## config.mk

```make
export PLATFORM = sky130hd
export DESIGN_NAME = panda_muldiv
export DESIGN_NICKNAME = d
export VERILOG_FILES = /design/src/rtl/panda_muldiv.sv
export SDC_FILE = /design/constraint.sdc
export NUM_CORES = 1
export LEC_CHECK = 0
export CAP_MARGIN = 20
export CELL_PAD_IN_SITES_DETAIL_PLACEMENT = 1
export CELL_PAD_IN_SITES_GLOBAL_PLACEMENT = 1
export CORE_MARGIN = 1
export CORE_UTILIZATION = 45
export CTS_CLUSTER_DIAMETER = 150
export CTS_CLUSTER_SIZE = 8
export DETAILED_ROUTE_END_ITERATION = 10
export GPL_ROUTABILITY_DRIVEN = 0
export GPL_TIMING_DRIVEN = 0
export PLACE_DENSITY = 0.8
export SYNTH_ARGS = -nofsm -noshare
export SYNTH_HDL_FRONTEND = slang
export SYNTH_SLANG_ARGS = --single-unit
```

## constraint.sdc

```tcl
create_clock -name clk_i -period 10.22 [get_ports clk_i]
set_clock_uncertainty 0.1 [all_clocks]
set_input_delay 1.533 -clock clk_i [delete_from_list [all_inputs] [get_ports clk_i]]
set_output_delay 1.533 -clock clk_i [all_outputs]
set_load 0.03 [all_outputs]
```

## src/rtl/panda_muldiv.sv

```systemverilog
// -----------------------------------------------------------------------------
// panda_muldiv
// Iterative RV32M multiply/divide unit for the Panda execute stage.
// One radix-2 step per cycle: shift-add multiply on operand magnitudes, and
// restoring division on operand magnitudes. Sign fix-up happens in a single
// FIX cycle. Divide-by-zero and signed overflow bypass the iteration and
// complete on the accepting edge.
//
// Ports:
//   clk_i        clock, rising edge
//   rst_ni       asynchronous active-low reset
//   valid_i      request valid
//   ready_o      unit can accept a request (IDLE or DONE)
//   operator_i   funct3: 0 MUL,1 MULH,2 MULHSU,3 MULHU,4 DIV,5 DIVU,6 REM,7 REMU
//   operand_a_i  rs1 / multiplicand / dividend
//   operand_b_i  rs2 / multiplier / divisor
//   flush_i      abort in-flight operation (overrides a same-cycle accept)
//   valid_o      one-cycle completion pulse
//   result_o     result, held until the next completion
// -----------------------------------------------------------------------------
module panda_muldiv #(
  parameter int unsigned Width = 32
) (
  input  logic             clk_i,
  input  logic             rst_ni,
  input  logic             valid_i,
  output logic             ready_o,
  input  logic [2:0]       operator_i,
  input  logic [Width-1:0] operand_a_i,
  input  logic [Width-1:0] operand_b_i,
  input  logic             flush_i,
  output logic             valid_o,
  output logic [Width-1:0] result_o
);

  localparam int unsigned CntW = $clog2(Width + 1);

  typedef enum logic [1:0] {IDLE, CALC, FIX, DONE} state_e;

  state_e              state_q;
  logic [CntW-1:0]     cnt_q;

  // Operation context captured on accept
  logic [2:0]          op_q;
  logic                neg_q;       // result must be negated in FIX
  logic [Width-1:0]    opnd_q;      // multiplicand magnitude / divisor magnitude
  logic [2*Width-1:0]  acc_q;       // {hi,lo} product or {remainder,quotient}

  // Request decode
  logic                is_div;
  logic                a_signed, b_signed;
  logic                a_neg, b_neg;
  logic [Width-1:0]    a_mag, b_mag;
  logic                res_neg;
  logic                div_zero, div_ovf, fast;
  logic [Width-1:0]    fast_res;
  logic                accept;

  // Iteration step
  logic [Width:0]      mul_sum;
  logic [2*Width-1:0]  mul_next;
  logic [Width:0]      rem_sh;
  logic [Width:0]      diff;
  logic [2*Width-1:0]  div_next;

  // Fix-up
  logic [2*Width-1:0]  prod_fix;
  logic [Width-1:0]    div_val;
  logic [Width-1:0]    fix_res;

  function automatic logic [Width-1:0] negate_w(input logic [Width-1:0] v);
    return ~v + Width'(1);
  endfunction

  function automatic logic [2*Width-1:0] negate_2w(input logic [2*Width-1:0] v);
    return ~v + (2*Width)'(1);
  endfunction

  assign ready_o = (state_q == IDLE) || (state_q == DONE);
  assign accept  = valid_i && ready_o && !flush_i;

  always_comb begin
    is_div   = operator_i[2];
    // DIV/REM are signed; among multiplies MULH signs both, MULHSU only a
    a_signed = is_div ? ~operator_i[0] : (operator_i[1:0] == 2'b01 || operator_i[1:0] == 2'b10);
    b_signed = is_div ? ~operator_i[0] : (operator_i[1:0] == 2'b01);
    a_neg    = a_signed && operand_a_i[Width-1];
    b_neg    = b_signed && operand_b_i[Width-1];
    a_mag    = a_neg ? negate_w(operand_a_i) : operand_a_i;
    b_mag    = b_neg ? negate_w(operand_b_i) : operand_b_i;
    // Remainder follows the dividend's sign; everything else the sign product
    res_neg  = (is_div && operator_i[1]) ? a_neg : (a_neg ^ b_neg);

    div_zero = is_div && (operand_b_i == '0);
    div_ovf  = is_div && !operator_i[0] &&
               (operand_a_i == {1'b1, {(Width-1){1'b0}}}) && (operand_b_i == '1);
    fast     = div_zero || div_ovf;

    if (div_zero) fast_res = operator_i[1] ? operand_a_i : '1;
    else          fast_res = operator_i[1] ? '0 : operand_a_i;
  end

  always_comb begin
    // Multiply: conditionally add multiplicand into the high half, shift right
    mul_sum  = {1'b0, acc_q[2*Width-1:Width]} + {1'b0, (acc_q[0] ? opnd_q : '0)};
    mul_next = {mul_sum, acc_q[Width-1:1]};

    // Restoring divide: remainder is one bit wider so a large divisor cannot
    // overflow the shifted partial remainder; diff[Width] is the borrow
    rem_sh   = acc_q[2*Width-1:Width-1];
    diff     = rem_sh - {1'b0, opnd_q};
    if (!diff[Width]) div_next = {diff[Width-1:0], acc_q[Width-2:0], 1'b1};
    else              div_next = {rem_sh[Width-1:0], acc_q[Width-2:0], 1'b0};

    prod_fix = neg_q ? negate_2w(acc_q) : acc_q;
    div_val  = op_q[1] ? acc_q[2*Width-1:Width] : acc_q[Width-1:0];
    if (op_q[2])                fix_res = neg_q ? negate_w(div_val) : div_val;
    else if (op_q[1:0] == 2'b00) fix_res = prod_fix[Width-1:0];
    else                        fix_res = prod_fix[2*Width-1:Width];
  end

  // Control FSM with registered completion outputs
  always_ff @(posedge clk_i or negedge rst_ni) begin
    if (!rst_ni) begin
      state_q  <= IDLE;
      cnt_q    <= '0;
      valid_o  <= 1'b0;
      result_o <= '0;
    end else begin
      valid_o <= 1'b0;
      if (flush_i) begin
        state_q <= IDLE;
      end else begin
        unique case (state_q)
          IDLE, DONE: begin
            if (accept) begin
              if (fast) begin
                state_q  <= DONE;
                result_o <= fast_res;
                valid_o  <= 1'b1;
              end else begin
                state_q <= CALC;
                cnt_q   <= CntW'(Width);
              end
            end else begin
              state_q <= IDLE;
            end
          end
          CALC: begin
            cnt_q <= cnt_q - CntW'(1);
            if (cnt_q == CntW'(1)) state_q <= FIX;
          end
          FIX: begin
            state_q  <= DONE;
            result_o <= fix_res;
            valid_o  <= 1'b1;
          end
          default: state_q <= IDLE;
        endcase
      end
    end
  end

  // Datapath: operands captured on accept, one step per CALC cycle
  always_ff @(posedge clk_i) begin
    if (accept) begin
      op_q  <= operator_i;
      neg_q <= res_neg;
      if (is_div) begin
        opnd_q <= b_mag;
        acc_q  <= {{Width{1'b0}}, a_mag};
      end else begin
        opnd_q <= a_mag;
        acc_q  <= {{Width{1'b0}}, b_mag};
      end
    end else if (state_q == CALC) begin
      acc_q <= op_q[2] ? div_next : mul_next;
    end
  end

endmodule

```

==> results of run 1 <==
[area by class of cell]
type / instances / area, µm²
Antenna cell: 1 / 2.50
Buffer: 123 / 484
Clock buffer: 19 / 455
Clock inverter: 13 / 143
Fill cell: 4270 / 16500
Inverter: 66 / 248
Multi-Input combinational cell: 1625 / 11100
Sequential cell: 141 / 4030
Tap cell: 455 / 569
Timing Repair Buffer: 104 / 1060
[cells by family (layout without fill, tap and decap cells)]
logic type	count (synthesis)	count (layout)	share of synthesized area, %
AO/OA/AOI/OAI	567	567	22.7
XOR/XNOR	192	192	10.6
adder cells (fa/ha/maj)	89	89	6.92
buffers and inverters	189	325	4.62
flip-flops	141	141	25.4
multiplexers	167	167	10.7
other	0	1	0
AND/OR/NAND/NOR	610	610	19.0
[state kept, by name, summed over array words and instances (netlist names)]
signal	flops
acc_q	64
valid_o	1
cnt_q	6
result_o	32
state_q	2
opnd_q	32
op_q	3
neg_q	1
[metal layers]
metal  up-vias  track usage [%]  routed length, µm
met1      8324             47.0              27300
met5         -                0                 58
met3       300             10.3               6480
met4         8             23.3               4540
li1       7490                -                  -
met2       927             62.4              31400
[report_power, final]
| group | total (mW) | internal (mW) | switching [mW] |
|---|---|---|---|
| registers | 1.25 | 0.938 | 0.316 |
| logic | 3.88 | 1.43 | 2.45 |
| clock network | 0.666 | 0.362 | 0.304 |
[path summary, 6_finish.rpt]
| path | to | from | slack, ns |
|---|---|---|---|
| worst max register to register | result_o[30]$_DFFE_PN0P_ | op_q[1]$_DFFE_PP_ | 3.88 |
| min in group asynchronous | result_o[2]$_DFFE_PN0P_ | rst_ni | 0.77 |
| worst min-delay path | result_o[0]$_DFFE_PN0P_ | result_o[0]$_DFFE_PN0P_ | 0.39 |
| worst max-delay path | result_o[30]$_DFFE_PN0P_ | op_q[1]$_DFFE_PP_ | 3.88 |
| worst min register to register | result_o[0]$_DFFE_PN0P_ | result_o[0]$_DFFE_PN0P_ | 0.39 |
| max in group asynchronous | result_o[4]$_DFFE_PN0P_ | rst_ni | 8.84 |
[layout by cell type (no fill, tap or decap), types with 44 or more instances in the layout]
cell type,Yosys,routed
nand2_1,164,163
o21ai_0,143,143
clkbuf_1,94,94
nor3_1,44,44
mux2i_1,149,149
xnor2_1,97,96
clkdlybuf4s50_1,0,101
nor2_1,182,182
inv_1,65,65
edfxtp_1,100,100
a21oi_1,167,167
xor2_1,95,95
ha_1,74,74
[through the flow]
step                      instance area, µm²  setup slack (ns)
after floorplan                        15800              5.81
after global placement                 17400              3.79
after detailed placement               17500              4.24
after CTS                              18100              4.22
after global routing                   18100              3.81
final                                  18100              3.88
==> flow_summary.json, run 1 <==
{
  "path_clk_slew_ns": 0.07,
  "drive_above_1_share_pct": 5.02,
  "synth_edf_count": 100,
  "post_drt_wl_per_cell_um": 27.4,
  "fmax_mhz": 158,
  "synth.avg_cell_area_um2": 8.10,
  "synthTopCellsByCount": "182 x nor2_1, 167 x a21oi_1, 164 x nand2_1",
  "grt_max_degree": 65,
  "synth_top_cell_by_area": "edfxtp_1",
  "timing.hold.ws_ns": 0.385,
  "relSlewSlack_pct": 18.5,
  "grt_antenna_before_repair": 4,
  "power_leakage_nw": 7.01,
  "pin_count": 105,
  "first_iter_violations": 1536,
  "grt_pass1_wl_um": 106000,
  "worstSetupPathType": "reg -> reg",
  "worstPathCellList": "buf_2 -> buf_2 -> buf_1 -> buf_1 -> buf_2 -> buf_1 -> nor2_1 -> a21oi_1 -> ha_1 -> o211ai_1 -> nor4_1 -> nand3_1 -> o31ai_1 -> xor2_1 -> nand2_1 -> o31ai_1 -> a221o_1",
  "post-route-period-util_pct": 62.1,
  "yosysMostFrequentCell": "nor2_1",
  "yosys_warnings": 0,
  "cp_max_fo": 10,
  "vdd_ir_drop_max_mv": 0.154,
  "dp_hpwl_um": 55100,
  "yosysSeqAreaShare_pct": 25.4,
  "finalMaxSlewViolations": 0,
  "rsz0062_at_grt": "no",
  "synth.ff_latch_count": 141,
  "core.rowCount": 68,
  "synth_top_area_share_pct": 19.0,
  "dp.cells": 2514,
  "wirelength_um": 69800,
  "tns_ns": 0,
  "outcome": "finished clean",
  "synth_area_um2": 15800,
  "ys_top_cells_by_area": "edfxtp_1 19%, mux2i_1 9.4%, dfrtp_1 6.5%, ha_1 5.8%, xnor2_1 5.4%",
  "synth_cell_types": 84,
  "maxCapViolCount": 0,
  "path_delay_family": "buffers and inverters",
  "cp_num_buf_inv": 6,
  "worstMarginPinSlew_ns": 1.22,
  "route.vias.total": 17000,
  "start_util_pct": 45.8,
  "hold_class": "reg -> reg",
  "area_growth_pct": 14.2,
  "fin_crit_ns": 6.34,
  "ctsHoldBuffers": 0,
  "r2r_cells": 17,
  "io_buffers": 102,
  "p_per_area_nw_per_um2": 321,
  "viasPerCell": 6.69,
  "drc": 0,
  "hold_viol": 0,
  "fp.dieArea_um2": 35900,
  "syn-instance-count": 1955,
  "critPathSlowestCell": "buf_1",
  "core_um2": 34500,
  "drt.antenna.violating_nets": 0,
  "cts_buffer_depth": 2,
  "fin_cells": 2547,
  "clock_latency_ns": 0.46,
  "final_util_pct": 52.3,
  "firstDrtPassIters": 6,
  "critPathLaunchType": "register",
  "finalSetupViolations": 0,
  "required_ns": 10.47,
  "cts_buffers": 17,
  "post_cts_buffers": 0,
  "async_flop_share_pct": 29.1,
  "power_mw": 5.79,
  "clockRootBuffer": "clkbuf_16",
  "crit_cells": 17,
  "grt_pass1_vias": 17500,
  "cts_tree": "done",
  "ctsResizeCount": 0,
  "h-tree-depth": 4,
  "hold_depth": 1,
  "ys.flop_type": "edfxtp_1",
  "die_x_um": 190,
  "die_h_um": 190,
  "synth_fp_nets": 2102,
  "slowest_delay_ns": 0.75,
  "num-nets-final": 2225,
  "overflow": 0,
  "end_kind": "register",
  "track_usage_pct": 39.0,
  "critPathArrivalTime_ns": 6.59,
  "cts.sinks": 141
}
(Power assumes the default switching activity.)
==> inputs of run 2 (changes only) <==
==> constraint.sdc (replaced) <==
create_clock -name clk_i -period 6.57 [get_ports clk_i]
set_clock_uncertainty 0.1 [all_clocks]
set_input_delay 0.9855 -clock clk_i [delete_from_list [all_inputs] [get_ports clk_i]]
set_output_delay 0.9855 -clock clk_i [all_outputs]
set_load 0.03 [all_outputs]
==> run 2 against run 1 <==
Effect of this change: sequential power grew 56%; clock power is 56% higher; sequential share of layout area hardly changed; non-clock buffer count unchanged; global-route usage barely moved; die area is the same; total power rose by 56%; core utilization barely moved.
==> flow_summary.json, run 2 (synthesis gave the netlist of run 1 again) <==
{
  "outcome": "finished clean",
  "slowest_delay_ns": 0.72,
  "cts_tree": "done",
  "drt.antenna.violating_nets": 0,
  "place_area_um2": 17500,
  "end_kind": "register",
  "io_buffers": 102,
  "grt_max_degree": 65,
  "finalSetupViolations": 0,
  "rsz0062_at_grt": "no",
  "tns_ns": 0,
  "top_layer_used": "met5",
  "timing.hold.ws_ns": 0.217,
  "clockRootBuffer": "clkbuf_16",
  "cp_num_buf_inv": 6,
  "path_delay_family": "buffers and inverters",
  "hold_viol": 0,
  "largest-register": "acc_q",
  "dp_hpwl_um": 55100,
  "fin_cells": 2546,
  "drc": 0,
  "core_um2": 34500,
  "power_leakage_nw": 7.01,
  "reg2reg_from": "op_q[1]$_DFFE_PP_",
  "layout.area.seq_um2": 4030,
  "diodes": 0,
  "grt_pass1_wl_um": 106000,
  "cts.sinks": 141,
  "num-nets-final": 2225,
  "ctsResizeCount": 0,
  "dp.cells": 2514,
  "critPathLaunchType": "register",
  "r2r_cells": 17,
  "maxCapViolCount": 0,
  "required_ns": 6.82,
  "critPathSlowestCell": "buf_1",
  "top_regs": "acc_q x64, opnd_q x32, result_o x32",
  "overflow": 0,
  "final_area_um2": 18100,
  "crit_cells": 17,
  "final_common_cell": "nor2_1",
  "start_util_pct": 45.8,
  "r2r_end": "result_o[30]$_DFFE_PN0P_",
  "h-tree-depth": 4,
  "cts_buffers": 17,
  "drive_above_1_share_pct": 5.02,
  "ctsHoldBuffers": 0,
  "cp_max_fo": 10,
  "post_cts_buffers": 0,
  "worstPathCellList": "buf_2 -> buf_2 -> buf_1 -> buf_1 -> buf_2 -> buf_1 -> nor2_1 -> a21oi_1 -> ha_1 -> o211ai_1 -> nor4_1 -> nand3_1 -> o31ai_1 -> xor2_1 -> nand2_1 -> o31ai_1 -> a221o_1",
  "track_usage_pct": 39.0,
  "vdd_ir_drop_max_mv": 0.240,
  "fin_crit_ns": 6.38,
  "core.rowCount": 68,
  "cts_buffer_depth": 2,
  "first_iter_violations": 1550,
  "wirelength_um": 69800,
  "multi_input_area_um2": 11100,
  "fp.dieArea_um2": 35900,
  "hold_class": "in -> async",
  "p_per_area_nw_per_um2": 499,
  "die_x_um": 190,
  "die_h_um": 190,
  "grt_pass1_vias": 17500,
  "largest_register_ffs": 64,
  "firstDrtPassIters": 7,
  "relSlewSlack_pct": 13.0,
  "dr_wl_met2_um": 31300,
  "critPathArrivalTime_ns": 6.63,
  "clock_latency_ns": 0.46,
  "layout_common_cells": "182 x nor2_1, 167 x a21oi_1, 163 x nand2_1, 149 x mux2i_1, 143 x o21ai_0",
  "dr_wl_met3_um": 6600,
  "grt_antenna_before_repair": 4,
  "power_mw": 9.02,
  "worstSetupPathType": "reg -> reg",
  "finalMaxSlewViolations": 0,
  "pin_count": 105,
  "route.vias.total": 17000,
  "fillers": 4271,
  "post_drt_wl_per_cell_um": 27.4,
  "area_growth_pct": 14.1,
  "worstMarginPinSlew_ns": 1.31,
  "viasPerCell": 6.68,
  "timing.reg2reg.setup_slack_ns": 0.19,
  "wl_met1_um": 27300,
  "fmax_mhz": 157,
  "post-route-period-util_pct": 97.2,
  "path_clk_slew_ns": 0.07
}
[run 2: changes by cell type in the layout (fill, tap and decap cells not counted), sizes merged]
cell | previous run | this run
diode | 1 | 0
[run 2: final cells by class]
type / count / area share, %
sequential: 141 / 22.3
multi-input combinational: 1625 / 61.4
timing repair buffer: 104 / 5.84
clock buffer: 19 / 2.52
inverter: 66 / 1.37
clock inverter: 13 / 0.789
tap: 455 / 3.15
buffer: 123 / 2.68
[run 2: power by group]
group	switching [mW]	internal, mW
Clock	0.477	0.563
Sequential	0.490	1.46
Combinational	3.81	2.22
Total	4.77	4.24
[run 2: worst max path at each step]
stage                          endpoint         startpoint
5_1_grt        result_o[30]$_DFFE_PN0P_  op_q[1]$_DFFE_PP_
2_1_floorplan  result_o[30]$_DFFE_PN0P_  op_q[1]$_DFFE_PP_
4_1_cts        result_o[30]$_DFFE_PN0P_  op_q[1]$_DFFE_PP_
3_5_place_dp   result_o[30]$_DFFE_PN0P_  op_q[1]$_DFFE_PP_
6_report       result_o[30]$_DFFE_PN0P_  op_q[1]$_DFFE_PP_
3_3_place_gp   result_o[30]$_DFFE_PN0P_  op_q[1]$_DFFE_PP_
[run 2: per-stage QoR]
stage | utilization, % | setup slack [ns]
after floorplan | - | 2.43
after global routing | 52.3 | 0.157
after global placement | 50.4 | 0.554
after CTS | 52.3 | 0.565
after detailed placement | 50.6 | 0.589
final | 52.3 | 0.186
[run 2: metal layers]
layer | vias up | GRT usage, %
li1 | 7484 | -
met1 | 8278 | 47.0
met2 | 936 | 62.4
met3 | 302 | 10.2
met4 | 8 | 23.3
met5 | - | 0
==> inputs of run 3 (changes only) <==
--- a/config.mk
+++ b/config.mk
@@ -13,9 +13,10 @@
 export CTS_CLUSTER_DIAMETER = 150
 export CTS_CLUSTER_SIZE = 8
 export DETAILED_ROUTE_END_ITERATION = 10
-export GPL_ROUTABILITY_DRIVEN = 0
+export GPL_ROUTABILITY_DRIVEN = 1
 export GPL_TIMING_DRIVEN = 0
 export PLACE_DENSITY = 0.8
+export SETUP_SLACK_MARGIN = 0.05
 export SYNTH_ARGS = -nofsm -noshare
 export SYNTH_HDL_FRONTEND = slang
 export SYNTH_SLANG_ARGS = --single-unit
==> run 3 against run 2 <==
Effect of this change: register-to-register slack improved by 0.09 ns; total power rose by 2.5%; sequential share of layout area about the same; hold slack worse by 0.0014 ns; core utilization up 0.080 points; critical endpoint is now result_o[28]$_DFFE_PN0P_; largest cell class unchanged.
==> flow_summary.json, run 3 (synthesis gave the netlist of run 1 again) <==
{
  "top_regs": "acc_q x64, opnd_q x32, result_o x32",
  "clock_latency_ns": 0.46,
  "pin_count": 105,
  "wirelength_um": 74800,
  "cp-startpoint": "op_q[1]$_DFFE_PP_",
  "worstMarginPinSlew_ns": 1.11,
  "die_h_um": 190,
  "p_per_area_nw_per_um2": 511,
  "outcome": "finished clean",
  "post_drt_wl_per_cell_um": 29.4,
  "finalSetupViolations": 0,
  "critPathLaunchType": "register",
  "finalMaxSlewViolations": 0,
  "viasPerCell": 6.68,
  "first_iter_violations": 1915,
  "dp_hpwl_um": 58600,
  "grt_pass1_wl_um": 110000,
  "h-tree-depth": 4,
  "drt.antenna.violating_nets": 0,
  "grt_pass1_vias": 17000,
  "grt_antenna_before_repair": 2,
  "layout_common_cells": "182 x nor2_1, 167 x a21oi_1, 163 x nand2_1, 149 x mux2i_1, 143 x o21ai_0",
  "tns_ns": 0,
  "post_cts_buffers": 0,
  "io_buffers": 102,
  "fmax_mhz": 159,
  "fp.dieArea_um2": 35900,
  "r2r_end": "result_o[28]$_DFFE_PN0P_",
  "grt_max_degree": 65,
  "ctsResizeCount": 0,
  "crit_end": "result_o[28]$_DFFE_PN0P_",
  "largest_register_ffs": 64,
  "maxCapViolCount": 0,
  "cp_max_fo": 10,
  "reg2reg_from": "op_q[1]$_DFFE_PP_",
  "drive_above_1_share_pct": 5.07,
  "required_ns": 6.82,
  "relSlewSlack_pct": 25.2,
  "worstSetupPathType": "reg -> reg",
  "diodes": 0,
  "core.rowCount": 68,
  "post-route-period-util_pct": 95.8,
  "die_x_um": 190,
  "ctsHoldBuffers": 0,
  "num-nets-final": 2225,
  "end_kind": "register",
  "cts_buffer_depth": 2,
  "gp_congestion": 1.04,
  "firstDrtPassIters": 8,
  "vdd_ir_drop_max_mv": 0.264,
  "hold_viol": 0,
  "core_um2": 34500,
  "largest-register": "acc_q",
  "overflow": 0,
  "hold_class": "in -> async",
  "layout.area.seq_um2": 4030,
  "clockRootBuffer": "clkbuf_16",
  "route.vias.total": 17000,
  "multi_input_area_um2": 11100,
  "power_leakage_nw": 7.01,
  "final_util_pct": 52.4,
  "path_clk_slew_ns": 0.08,
  "track_usage_pct": 41.7,
  "cts.sinks": 141,
  "critPathArrivalTime_ns": 6.55,
  "start_util_pct": 45.8,
  "fin_crit_ns": 6.29,
  "rsz0062_at_grt": "no",
  "drc": 0,
  "fillers": 4275,
  "timing.reg2reg.setup_slack_ns": 0.28,
  "area_growth_pct": 14.3,
  "final_common_cell": "nor2_1",
  "cts_tree": "done",
  "cts_buffers": 17,
  "r2r_cells": 14
}
-- run 3: layout make-up --
type                            count  area share, %
Multi-Input combinational cell   1625           61.3
Sequential cell                   141           22.3
Timing Repair Buffer              105           5.88
Tap cell                          455           3.15
Buffer                            122           2.65
Clock buffer                       17           2.35
Inverter                           66           1.37
Clock inverter                     15           1.09
-- run 3: through the flow --
stage / cell area [µm²] / hold WS, ns / power, mW / instances / setup slack, ns
after floorplan: 15800 / 0.371 / 5.82 / 1955 / 2.43
after global placement: 17400 / 0.365 / 7.73 / 2512 / 0.473
after detailed placement: 17500 / 0.369 / 7.92 / 2515 / 0.476
after CTS: 18100 / 0.204 / 9.04 / 2547 / 0.465
after global routing: 18100 / 0.209 / 9.68 / 2546 / 0.0606
final: 18100 / 0.216 / 9.24 / 2546 / 0.279
-- run 3: metal layers --
layer  wire [µm]  global-route usage, %  share of wire (%)
met2       33100                   65.4                 44
met3        7130                   8.49                9.5
met1       31100                   55.4                 42
met4        3420                   18.1                4.6
met5          22                      0              0.029
-- run 3: worst min-delay path by stage --
stage | end | startpoint | depth (start not counted) | slack (ns)
final | result_o[29]$_DFFE_PN0P_ | rst_ni | 1 | 0.22
after global routing | result_o[29]$_DFFE_PN0P_ | rst_ni | 1 | 0.21
after CTS | result_o[29]$_DFFE_PN0P_ | rst_ni | 1 | 0.20
after detailed placement | result_o[0]$_DFFE_PN0P_ | result_o[0]$_DFFE_PN0P_ | 1 | 0.37
after global placement | result_o[0]$_DFFE_PN0P_ | result_o[0]$_DFFE_PN0P_ | 1 | 0.36
after floorplan | cnt_q[1]$_DFFE_PN0P_ | cnt_q[1]$_DFFE_PN0P_ | 2 | 0.37
-- run 3: critical path, stage by stage (launching register included) --
cell and delay [ns]:
edfxtp_1 0.36, buf_2 0.27, buf_2 0.32, buf_1 0.54, buf_1 0.63, clkbuf_1 0.86, mux2i_1 0.35, ha_1 0.32
o211ai_1 0.16, nor4_1 0.51, nand3_1 0.43, o31ai_1 0.42, xor2_1 0.43, o221ai_1 0.17, mux2_2 0.29
-- run 3: where the power goes --
| group | switching, mW | total, mW | internal [mW] |
|---|---|---|---|
| logic | 3.94 | 6.16 | 2.23 |
| registers | 0.551 | 2.01 | 1.46 |
| clock network | 0.488 | 1.07 | 0.582 |
